File: src/rtl/seven_seg_pkg.sv
// seven_seg_pkg: shared constants and types for the seven-segment display path
// Contents: digit count, all-anodes-off pattern, digit index type, scan FSM states
package seven_seg_pkg;
    localparam int NUM_DIGITS = 8;
    localparam logic [NUM_DIGITS-1:0] ANODE_OFF = 8'hFF;
    typedef logic [2:0] digit_idx_t;
    localparam digit_idx_t LAST_DIGIT = 3'(NUM_DIGITS - 1);
    typedef enum logic {IDLE, SCAN} scan_state_t;
endpackage

File: src/rtl/anode_scanner_slot_timer.sv
// slot_timer: counts clk cycles within one digit slot and flags the last one
// Ports: clk, rst (async, active-high), clear (sync restart at 0),
//        cnt (0..DIV-1), slot_end (high while cnt == DIV-1)
module slot_timer #(
    parameter int DIV = 100_000
) (
    input  logic                   clk,
    input  logic                   rst,
    input  logic                   clear,
    output logic [$clog2(DIV)-1:0] cnt,
    output logic                   slot_end
);
    localparam int CW = $clog2(DIV);
    localparam logic [CW-1:0] LAST = CW'(DIV - 1);
    logic [CW-1:0] r_cnt;
    assign cnt      = r_cnt;
    assign slot_end = r_cnt == LAST;
    always_ff @(posedge clk or posedge rst) begin
        if (rst) r_cnt <= '0;
        else     r_cnt <= (clear || slot_end) ? '0 : r_cnt + 1'b1;
    end
endmodule

File: src/rtl/anode_scanner.sv
// anode_scanner: time-multiplexed active-low anode scan for an 8-digit display
// Ports: clk, rst (async, active-high), en (scan enable),
//        digit_mask (per-digit enable), value_in (nibble k -> digit k),
//        anode_select (active-low one-hot-low, FF = off),
//        value_out (value latched once per frame), frame_start (first cycle of slot 0)
module anode_scanner
    import seven_seg_pkg::*;
#(
    parameter int DIV          = 100_000,
    parameter int BLANK_CYCLES = 1_000
) (
    input  logic        clk,
    input  logic        rst,
    input  logic        en,
    input  logic [7:0]  digit_mask,
    input  logic [31:0] value_in,
    output logic [7:0]  anode_select,
    output logic [31:0] value_out,
    output logic        frame_start
);
    localparam int CW = $clog2(DIV);
    localparam logic [CW-1:0] BLANK = CW'(BLANK_CYCLES);
    scan_state_t   r_state;
    digit_idx_t    r_idx;
    logic [7:0]    r_mask;
    logic [CW-1:0] w_cnt;
    logic [CW-1:0] w_cnt_nxt;
    digit_idx_t    w_idx_nxt;
    logic [7:0]    w_mask;
    logic          w_slot_end;
    logic          w_idle;
    logic          w_first;
    logic          w_blank;
    logic          w_lit;
    assign w_idle = r_state == IDLE;
    slot_timer #(.DIV(DIV)) u_timer (
        .clk      (clk),
        .rst      (rst),
        .clear    (w_idle || !en),
        .cnt      (w_cnt),
        .slot_end (w_slot_end)
    );
    // Outputs are registered, so decode from the position the next edge moves to.
    assign w_cnt_nxt = (w_idle || w_slot_end) ? '0 : w_cnt + 1'b1;
    assign w_idx_nxt = w_idle ? '0 : (w_slot_end ? r_idx + 3'd1 : r_idx);
    assign w_first   = en && (w_idle || (w_slot_end && r_idx == LAST_DIGIT));
    // The mask latched on a frame's first edge must already gate that edge's anode.
    assign w_mask    = w_first ? digit_mask : r_mask;
    generate
        if (BLANK_CYCLES == 0) begin : g_no_blank
            assign w_blank = 1'b0;
        end else begin : g_blank
            assign w_blank = w_cnt_nxt < BLANK;
        end
    endgenerate
    assign w_lit = en && !w_blank && w_mask[w_idx_nxt];
    always_ff @(posedge clk or posedge rst) begin
        if (rst) begin
            r_state      <= IDLE;
            r_idx        <= '0;
            r_mask       <= '0;
            value_out    <= '0;
            frame_start  <= 1'b0;
            anode_select <= ANODE_OFF;
        end else begin
            r_state      <= en ? SCAN : IDLE;
            r_idx        <= en ? w_idx_nxt : '0;
            r_mask       <= w_mask;
            frame_start  <= w_first;
            anode_select <= w_lit ? ~(8'd1 << w_idx_nxt) : ANODE_OFF;
            if (w_first) value_out <= value_in;
        end
    end
endmodule

File: config.mk
export PLATFORM = sky130hd
export DESIGN_NAME = anode_scanner
export DESIGN_NICKNAME = d
export VERILOG_FILES = /design/src/rtl/seven_seg_pkg.sv /design/src/rtl/anode_scanner_slot_timer.sv /design/src/rtl/anode_scanner.sv
export SDC_FILE = /design/constraint.sdc
export NUM_CORES = 1
export LEC_CHECK = 0
export ABC_CLOCK_PERIOD_IN_PS = 3300
export CELL_PAD_IN_SITES_DETAIL_PLACEMENT = 1
export CELL_PAD_IN_SITES_GLOBAL_PLACEMENT = 2
export CORE_ASPECT_RATIO = 0.5
export CORE_MARGIN = 2
export CORE_UTILIZATION = 32
export CTS_CLUSTER_DIAMETER = 30
export DETAILED_ROUTE_END_ITERATION = 7
export PLACE_DENSITY = 0.9
export SYNTH_ARGS = -nofsm -noshare
export SYNTH_HDL_FRONTEND = slang
export SYNTH_SLANG_ARGS = --single-unit
File: constraint.sdc
create_clock -name clk -period 3.3 [get_ports clk]
set_input_delay 0.495 -clock clk [delete_from_list [all_inputs] [get_ports clk]]
set_output_delay 0.495 -clock clk [all_outputs]
set_load 0.05 [all_outputs]
* After elaboration in Yosys (flattened, before gate mapping) *
Cells that the tools add are included.

operators by class
  multiply operators = 0
  eq/ne operators = 2
  div/mod/pow operators = 0
  multiplexer cells = 10
  $add $sub $neg = 2
  $lt $le $gt $ge = 2
  shifts and indexed selects = 1
  bitwise logic cells = 2
  reductions and logical operators = 10

operators by type and width
  kind                                                   number
  2-to-1 mux 17 bit                                      2
  adder 17 x 1 -> 17 bit (second input constant)         1
  equality test 17 bit (second input constant)           1
  < comparator 17 x 10 -> 1 bit (second input constant)  1
  2-to-1 mux 8 bit                                       2
  2-to-1 mux 3 bit                                       3
  inverter 8 bit                                         1
  left shift 1 x 3 -> 8 bit (first input constant)       1
  logical AND 1 bit                                      4
  logical OR 1 bit                                       4
  < comparator 3 x 4 -> 1 bit (second input constant)    1
  adder 3 x 1 -> 3 bit (second input constant)           1
  binary-select mux 1 bit (select 3 bit)                 1
  equality test 3 bit (second input constant)            1
  zero test 1 bit                                        2
  2-to-1 mux 1 bit                                       2
  inverter 1 bit                                         1

storage, ports and cells
  ROM bits = 0
  word-level logic and storage cells = 36
  output and inout bits = 41
  memories = 0
  bits in latches = 0
  RAM bits = 0
  input port bits = 43
  register bits = 70

* Longest topological paths before layout *
Gate-level depths: netlist (run 1).

  depth after elaboration = 9
  mapped depth = 10

* Cells and area by module *
A second synthesis (run 1) with hierarchy kept.

unflattened totals
  cell total of the unflattened synthesis = 344
  area, all modules = 3266.9 µm²

modules (own cells, without submodules)
  module         cells an instance  area an instance (µm²)  sequential area each (µm²)  instances
  anode_scanner  254                2389.8                  1336.3                      1
  slot_timer     90                 877.1                   425.4                       1

* Least setup slack after synthesis (run 1) *
No wires, ideal clock.

  kind = register to register
  start = register u_timer.r_cnt[8] (netlist: u_timer.cnt[8])
  end = register anode_select[6]
  setup slack = 0.892 ns
  arrival time = 2.343 ns
  data required time = 3.235 ns
  clock period less this slack = 2.408 ns
  cell stages (with the launch flop) = 8
  cell sequence = dfrtp_1 > or4b_4 > nor4_4 > buf_6 > mux2_2 > o41ai_1 > a21oi_1 > nand3_1

between the ends
  longest elaborated chain between the ends = 9
  elaborated cells on any way between the ends = 19
  those cells by class = add/sub (1); order compare (1); eq/ne (1); shift (1); mux (7); bitwise (1); reduce/logical (7)

ends and longest elaborated chain
  what                                                                            RTL line                        source
  start: declaration                                                              anode_scanner_slot_timer.sv:15  logic [CW-1:0] r_cnt;
  start signal: assignment                                                        anode_scanner_slot_timer.sv:20  else r_cnt <= (clear || slot_end) ? '0 : r_cnt + 1'b1;
  parallel branches: the longest is 8 deep, another holds adder 17 x 1 -> 17 bit  -
  2-to-1 mux 8 bit (*)                                                            anode_scanner.sv:70             anode_select <= w_lit ? ~(8'd1 << w_idx_nxt) : ANODE_OFF;
  end signal: assignment                                                          anode_scanner.sv:70
  end: declaration                                                                anode_scanner.sv:17             output logic [7:0] anode_select,

Mark *: on every way between the ends. The select of a mux whose other input is x is not followed.
A chain may end at the register's enable or synchronous reset.

* Worst setup path in the final report (run 1) *
  start = register u_timer.r_cnt[8] (netlist: u_timer.cnt[8])
  end = register value_out[18]

between the ends
  longest elaborated chain between the ends = 4

ends and longest elaborated chain
  what                    RTL line                        source
  equality test 17 bit    anode_scanner_slot_timer.sv:17  assign slot_end = r_cnt == LAST;
  logical AND 1 bit       anode_scanner.sv:46             assign w_first = en && (w_idle || (w_slot_end && r_idx == LAST_DIGIT));
  logical OR 1 bit        anode_scanner.sv:46
  logical AND 1 bit       anode_scanner.sv:46
  end signal: assignment  anode_scanner.sv:71             if (w_first) value_out <= value_in;
  end: declaration        anode_scanner.sv:18             output logic [31:0] value_out,

Every way passes these cells.

==> results of run 1 <==
[worst max-delay path, stage by stage (launching register included)]
cell and delay, ns:
dfrtp_1 0.45, or4b_4 0.57, nor4_4 0.55, a21o_4 0.23
nand2_4 0.38, mux2_4 0.47
[worst min path at each step]
stage,from,end
after detailed placement,value_out[19]$_DFFE_PP0N_,value_out[19]$_DFFE_PP0N_
after floorplan,r_mask[0]$_DFF_PP0_,r_mask[0]$_DFF_PP0_
after global placement,r_mask[1]$_DFF_PP0_,r_mask[1]$_DFF_PP0_
after global routing,r_mask[1]$_DFF_PP0_,r_mask[1]$_DFF_PP0_
after CTS,r_mask[1]$_DFF_PP0_,r_mask[1]$_DFF_PP0_
final,r_mask[2]$_DFF_PP0_,r_mask[2]$_DFF_PP0_
[metal layers]
| layer | vias up | global-route usage (%) |
|---|---|---|
| met5 | - | 0 |
| met4 | 0 | 5.66 |
| met3 | 11 | 4.46 |
| met2 | 47 | 29.2 |
| met1 | 1253 | 18.7 |
| li1 | 1137 | - |
[report_power, final]
| part | switching (mW) | internal, mW |
|---|---|---|
| sequential | 0.0513 | 0.934 |
| clock | 0.366 | 0.602 |
| combinational | 0.316 | 0.249 |
[layout by cell type, fill, tap and decap left out, drive strengths merged, types with 2 or more instances in the layout]
master and n:
o31a 2, and4 2, clkbuf 10, xnor2 8
ha 3, clkdlybuf4s50 83, and2 4, a21oi 3
mux2 41, nand4bb 2, nand4 5, o21ai 2
nand3 13, nand4b 3, nor2 24, or4b 2
dfrtp 62, inv 9, nand2 16, nor2b 2
buf 2, nand2b 2, nor3 5, a211oi 3
or2 2, nand3b 2, mux2i 4, a31oi 4
dfstp 8, xor2 6, nor4 5, clkinvlp 2
o41ai 2, nor4b 2, nor3b 2
[flip-flops by register name, summed over array words and instances, names as in the netlist]
signal / cells
anode_select: 8
frame_start: 1
r_idx: 3
r_mask: 8
r_state: 1
u_timer.cnt: 17
value_out: 32
[cell families after synthesis]
group	count (synthesis)	synth area share, %
xor+xnor	14	3.58
fa+ha+maj	3	1.10
simple gates	96	15.9
compound gates	24	5.51
flops	70	51.4
buf+inv	23	3.83
mux	45	18.7
[through the flow]
stage | worst slack [ns] | util, %
final | 0.509 | 45.2
after global routing | 0.215 | 45.2
after CTS | 0.482 | 45.2
after detailed placement | 0.501 | 42.3
after global placement | 0.584 | 42.3
after floorplan | 0.892 | -
[layout make-up]
class | instances | share of cell area [%]
Clock buffer | 10 | 5.13
Clock inverter | 5 | 1.26
Inverter | 8 | 0.645
Multi-Input combinational cell | 182 | 33.0
Sequential cell | 70 | 37.8
Tap cell | 140 | 3.76
Timing Repair Buffer | 85 | 18.4
==> results.ini, run 1 <==
[status]
run_status=finished clean

[timing]
hold_viol=0
finalCriticalPeriod_ns=2.79
max_freq_mhz=358
max_slew_margin_pct=50.6
maxSlewViolCount=0
fin_crit_sh_pct=84.6
finalSetupTns_ns=0
clock_skew_ns=0.00797
holdWs_ns=0.515
grt_setup_unrepaired=false
setup_violations=0
worst_pin_slew_ns=0.741

[power]
p_total_mw=2.52
leakagePower_nw=1.94
p_per_area_mw_per_mm2=541
vdd_ir_drop_max_uv=255

[finish]
nets=402
regArea_sq_mm=0.00176
fin_area_sq_mm=0.00466
n_antenna_cell=0
final_cells=500
multiInputGateArea_sq_mm=0.00154
fillCellCount=1066
drive_gt1_share_pct=20.8
areaGrowthSynthToFinish_pct=35.9

[worst_setup_path]
startpoint_type=flip-flop
r2r_slack_ns=0.51
required_ns=3.51
worstSetupPathType=reg -> reg
worst-r2r-cell-count=5
cp-end-kind=flip-flop
arrival_ns=3.01
setup.worst_path.start=u_timer.cnt[8]$_DFF_PP0_
rr_startpoint=u_timer.cnt[8]$_DFF_PP0_
crit_fanout=41
rr_endpoint=value_out[18]$_DFFE_PP0N_
crit_path_end=value_out[18]$_DFFE_PP0N_

[clocking]
cts_resized=0
cts_sinks=70
clk_pin_slew_ns=0.06
cts_tree=built
post_cts_buffers=0
clock_latency_ns=0.33
clockBufferDepth=2
cts_root_buf=clkbuf_16
cts.htree.levels=3
hold_buffers=0
cts_buffers=9

[grt]
grt_util_all_layers_pct=16.3
grt_pass1_vias=2731
grt_pass1_wl_mm=14.6
grt_max_degree=71
overflow=0
antenna_found_initial=0

[placed_design]
hpwlAfterDp_mm=6.16
post_dp_cell_area_sq_mm=0.00436
port_buffers=83
place_inst=485
place_congestion=0.815

[yosys]
yosysSeqAreaShare_pct=51.4
synth_nets=321
synth_top_area_share_pct=45.3
async_flop_share_pct=100
ys_top_cells_by_area=dfrtp_1, mux2_4, dfstp_2
synthTopCellsByCount=dfrtp_1, mux2_4, nor2_1
synth_cell_types=52
yosysWarnings=0
syn-instance-count=275
syn-cell-area_sq_mm=0.00343
synth_top_area_cell=dfrtp_1
yosysMostFrequentCell=dfrtp_1
syn_avg_cell_area_sq_um=12.5
ys_ff_latch=70
ys.flop_type=dfrtp_1
synth_edf_count=0

[drt]
top_layer=met4
drt_pass1_iterations=4
drt-total-wl_mm=8.89
vias_per_cell=4.90
wl_met1_mm=3.78
met3_length_um=346
wire_per_inst_um=17.8
met2_length_mm=4.67
drc=0
drt-initial-drc-count=74
vias=2448
ant_nets=0

[floorplanning]
die_area_sq_mm=0.0116
rows=26
pin_count=84
dieHeight_um=77.2
start_util_pct=33.2
core_sq_mm=0.0103
die_w_um=150

[job]
cap_violations=0

[worst_hold_path]
hp-class=reg -> reg
whs_path_depth=1

(Power assumes the default switching activity.)
==> inputs of run 2 (changes only) <==
--- a/config.mk
+++ b/config.mk
@@ -5,7 +5,7 @@
 export SDC_FILE = /design/constraint.sdc
 export NUM_CORES = 1
 export LEC_CHECK = 0
-export ABC_CLOCK_PERIOD_IN_PS = 3300
+export ABC_CLOCK_PERIOD_IN_PS = 2700
 export CELL_PAD_IN_SITES_DETAIL_PLACEMENT = 1
 export CELL_PAD_IN_SITES_GLOBAL_PLACEMENT = 2
 export CORE_ASPECT_RATIO = 0.5
==> constraint.sdc (replaced) <==
create_clock -name clk -period 2.7 [get_ports clk]
set_input_delay 0.405 -clock clk [delete_from_list [all_inputs] [get_ports clk]]
set_output_delay 0.405 -clock clk [all_outputs]
set_load 0.05 [all_outputs]
==> run 2 against run 1 <==
Net effect: clock-buffer cell count unchanged; utilization rose by 1.2 points; cell area is 2.6% higher; sequential share of layout area shrank 0.92 points; combinational power rose by 24%; largest cell class unchanged; non-clock buffer count up 13; power up 21%; register-to-register slack got worse by 0.41 ns; routed wire length grew 2.4%; sequential cell count is the same.
==> results.ini, run 2 (synthesis results as in run 1) <==
[status]
run_status=finished clean

[worst_setup_path]
worstSetupPathType=reg -> reg
crit_path_top_delay_cell=or4b_1
cp_common_cell=buf_4
crit_fanout=8  ; -80%
max_stage_delay_ns=0.61  ; +0.04 ns
crit_path_cell_trace=or4b_1, nor4_4, buf_4, buf_4, mux2i_1, nor2_1, nor4b_1, nand2_1
worst-r2r-cell-count=8  ; +3
arrival_ns=2.85  ; -0.16 ns
startpoint_type=flip-flop
required_ns=2.95  ; -0.56 ns
cp-end-kind=flip-flop

[power]
p_per_area_mw_per_mm2=636  ; +18%
vdd_ir_drop_max_uv=304  ; +19%
leakagePower_nw=2.01  ; +3.4%

[floorplanning]
dieHeight_um=77.2  ; unchanged
die_area_sq_mm=0.0116  ; unchanged
rows=26  ; unchanged
core_sq_mm=0.0103  ; unchanged
start_util_pct=33.2  ; unchanged
die_w_um=150  ; unchanged
pin_count=84  ; unchanged

[finish]
largest_register_ffs=32  ; unchanged
multiInputGateArea_sq_mm=0.00156  ; +1.8%
fillCellCount=1057  ; -0.84%
layout_commonest_cell=clkdlybuf4s50_1
n_antenna_cell=0  ; unchanged
drive_gt1_share_pct=25.4  ; +4.6 points
fin_area_sq_mm=0.00478  ; +2.6%
largest-register=value_out
areaGrowthSynthToFinish_pct=39.4
regArea_sq_mm=0.00176  ; about the same
final_cells=514  ; +2.8%
mostFrequentLayoutCells=clkdlybuf4s50_1, dfrtp_1, mux2_4, nor2_1, nand2_1
nets=415  ; +3.2%

[timing]
hold_viol=0  ; unchanged
finalCriticalPeriod_ns=2.60  ; -0.192 ns
max_slew_margin_pct=63.6  ; +13 points
max_freq_mhz=385  ; +7.4%
worst_pin_slew_ns=0.544  ; -0.197 ns
setup_violations=0  ; unchanged
fin_crit_sh_pct=96.2  ; +12 points
maxSlewViolCount=0  ; unchanged
fin_ws_ns=0.101  ; -0.408 ns
clock_skew_ns=0.0107  ; +0.00272 ns

[drt]
vias_per_cell=4.88  ; -0.38%
wire_per_inst_um=17.7  ; -0.37%
drc=0  ; unchanged
ant_nets=0  ; unchanged
drt-initial-drc-count=151  ; +100%
drt-total-wl_mm=9.10  ; +2.4%
drt_pass1_iterations=4  ; unchanged
vias=2507  ; +2.4%

[clocking]
cts.htree.levels=3  ; unchanged
clk_pin_slew_ns=0.06  ; about the same
cts_tree=built
hold_buffers=0  ; unchanged
cts_buffers=9  ; unchanged
clockBufferDepth=2  ; unchanged
cts_root_buf=clkbuf_16
cts_sinks=70  ; unchanged
clock_latency_ns=0.34  ; about the same

[grt]
gr-usage-met2_pct=29.7  ; +0.45 points
top_usage_layer=met2
overflow=0  ; unchanged
grt_pass1_vias=2836  ; +3.8%
antenna_found_initial=0  ; unchanged
grt_use_met3_pct=4.52  ; +0.060 points
grt_pass1_wl_mm=14.7  ; +0.47%
grt_util_all_layers_pct=16.5  ; +0.14 points
grt_max_degree=27  ; -62%
use_met1_pct=18.9  ; +0.18 points

[placed_design]
place_inst=494  ; +1.9%
dp_worst_setup_slack_ns=0.0881  ; -0.413 ns
hpwlAfterDp_mm=6.49  ; +5.4%
port_buffers=83  ; unchanged
place_congestion=0.860  ; +5.6%
post_dp_cell_area_sq_mm=0.00443  ; +1.5%

[worst_hold_path]
hp-class=in -> async

[job]
cap_violations=0  ; unchanged

[run 2: changes by cell type in the layout (fill, tap and decap cells not counted), sizes merged]
cell	previous run	this run
inv	9	12
clkinv	1	0
bufinv	1	0
buf	2	15
[run 2: final cells by class]
cell class	instances	area share, %
multi-input cells	182	32.7
clock buffers	10	5.00
repair buffers	98	20.0
flip-flops and latches	70	36.9
clock inverters	6	1.10
inverters	8	0.628
well taps	140	3.67
[run 2: repair_timing]
| action | in CTS | in global routing |
|---|---|---|
| gates resized for setup | 0 | 6 |
| buffers inserted | 0 | 4 |
| setup endpoints to repair | 0 | 8 |
[run 2: final timing paths]
check | from | end | slack [ns]
max in group asynchronous | rst | anode_select[6]$_DFF_PP1_ | 1.62
min in group clk | value_out[23]$_DFFE_PP0N_ | value_out[23]$_DFFE_PP0N_ | 0.51
setup reg to reg | u_timer.cnt[11]$_DFF_PP0_ | anode_select[0]$_DFF_PP1_ | 0.10
hold reg to reg | value_out[23]$_DFFE_PP0N_ | value_out[23]$_DFFE_PP0N_ | 0.51
setup / recovery | u_timer.cnt[11]$_DFF_PP0_ | anode_select[0]$_DFF_PP1_ | 0.10
hold / removal | rst | value_out[2]$_DFFE_PP0N_ | 0.43
[run 2: metrics by stage]
| step | TNS, ns | total power [mW] | hold slack [ns] | utilization, % |
|---|---|---|---|---|
| after floorplan | 0 | 1.65 | 0.436 | - |
| after global placement | 0 | 1.90 | 0.495 | 42.9 |
| after detailed placement | 0 | 1.91 | 0.495 | 42.9 |
| after CTS | 0 | 3.07 | 0.452 | 45.8 |
| after global routing | -0.0201 | 3.16 | 0.467 | 46.3 |
| final | 0 | 3.04 | 0.431 | 46.3 |
[run 2: critical path, delay by kind of cell, from the launching register on]
kind,cells,cell delay [ns]
buffers and inverters,2,0.37
DFF,1,0.46
muxes,1,0.22
and+or+nand+nor,5,1.47
[run 2: metal layers]
metal / routed length (um) / share of wire, %
met3: 326 / 3.6
met2: 4980 / 55
met1: 3650 / 40
met5: 0 / 0
met4: 143 / 1.6
[run 2: power breakdown]
group | internal [mW] | total, mW | switching [mW] | leakage [nW]
sequential | 1.14 | 1.20 | 0.0578 | 0.856
clock | 0.663 | 1.14 | 0.478 | 0.138
combinational | 0.309 | 0.698 | 0.389 | 1.01
total | 2.11 | 3.04 | 0.925 | 2.01
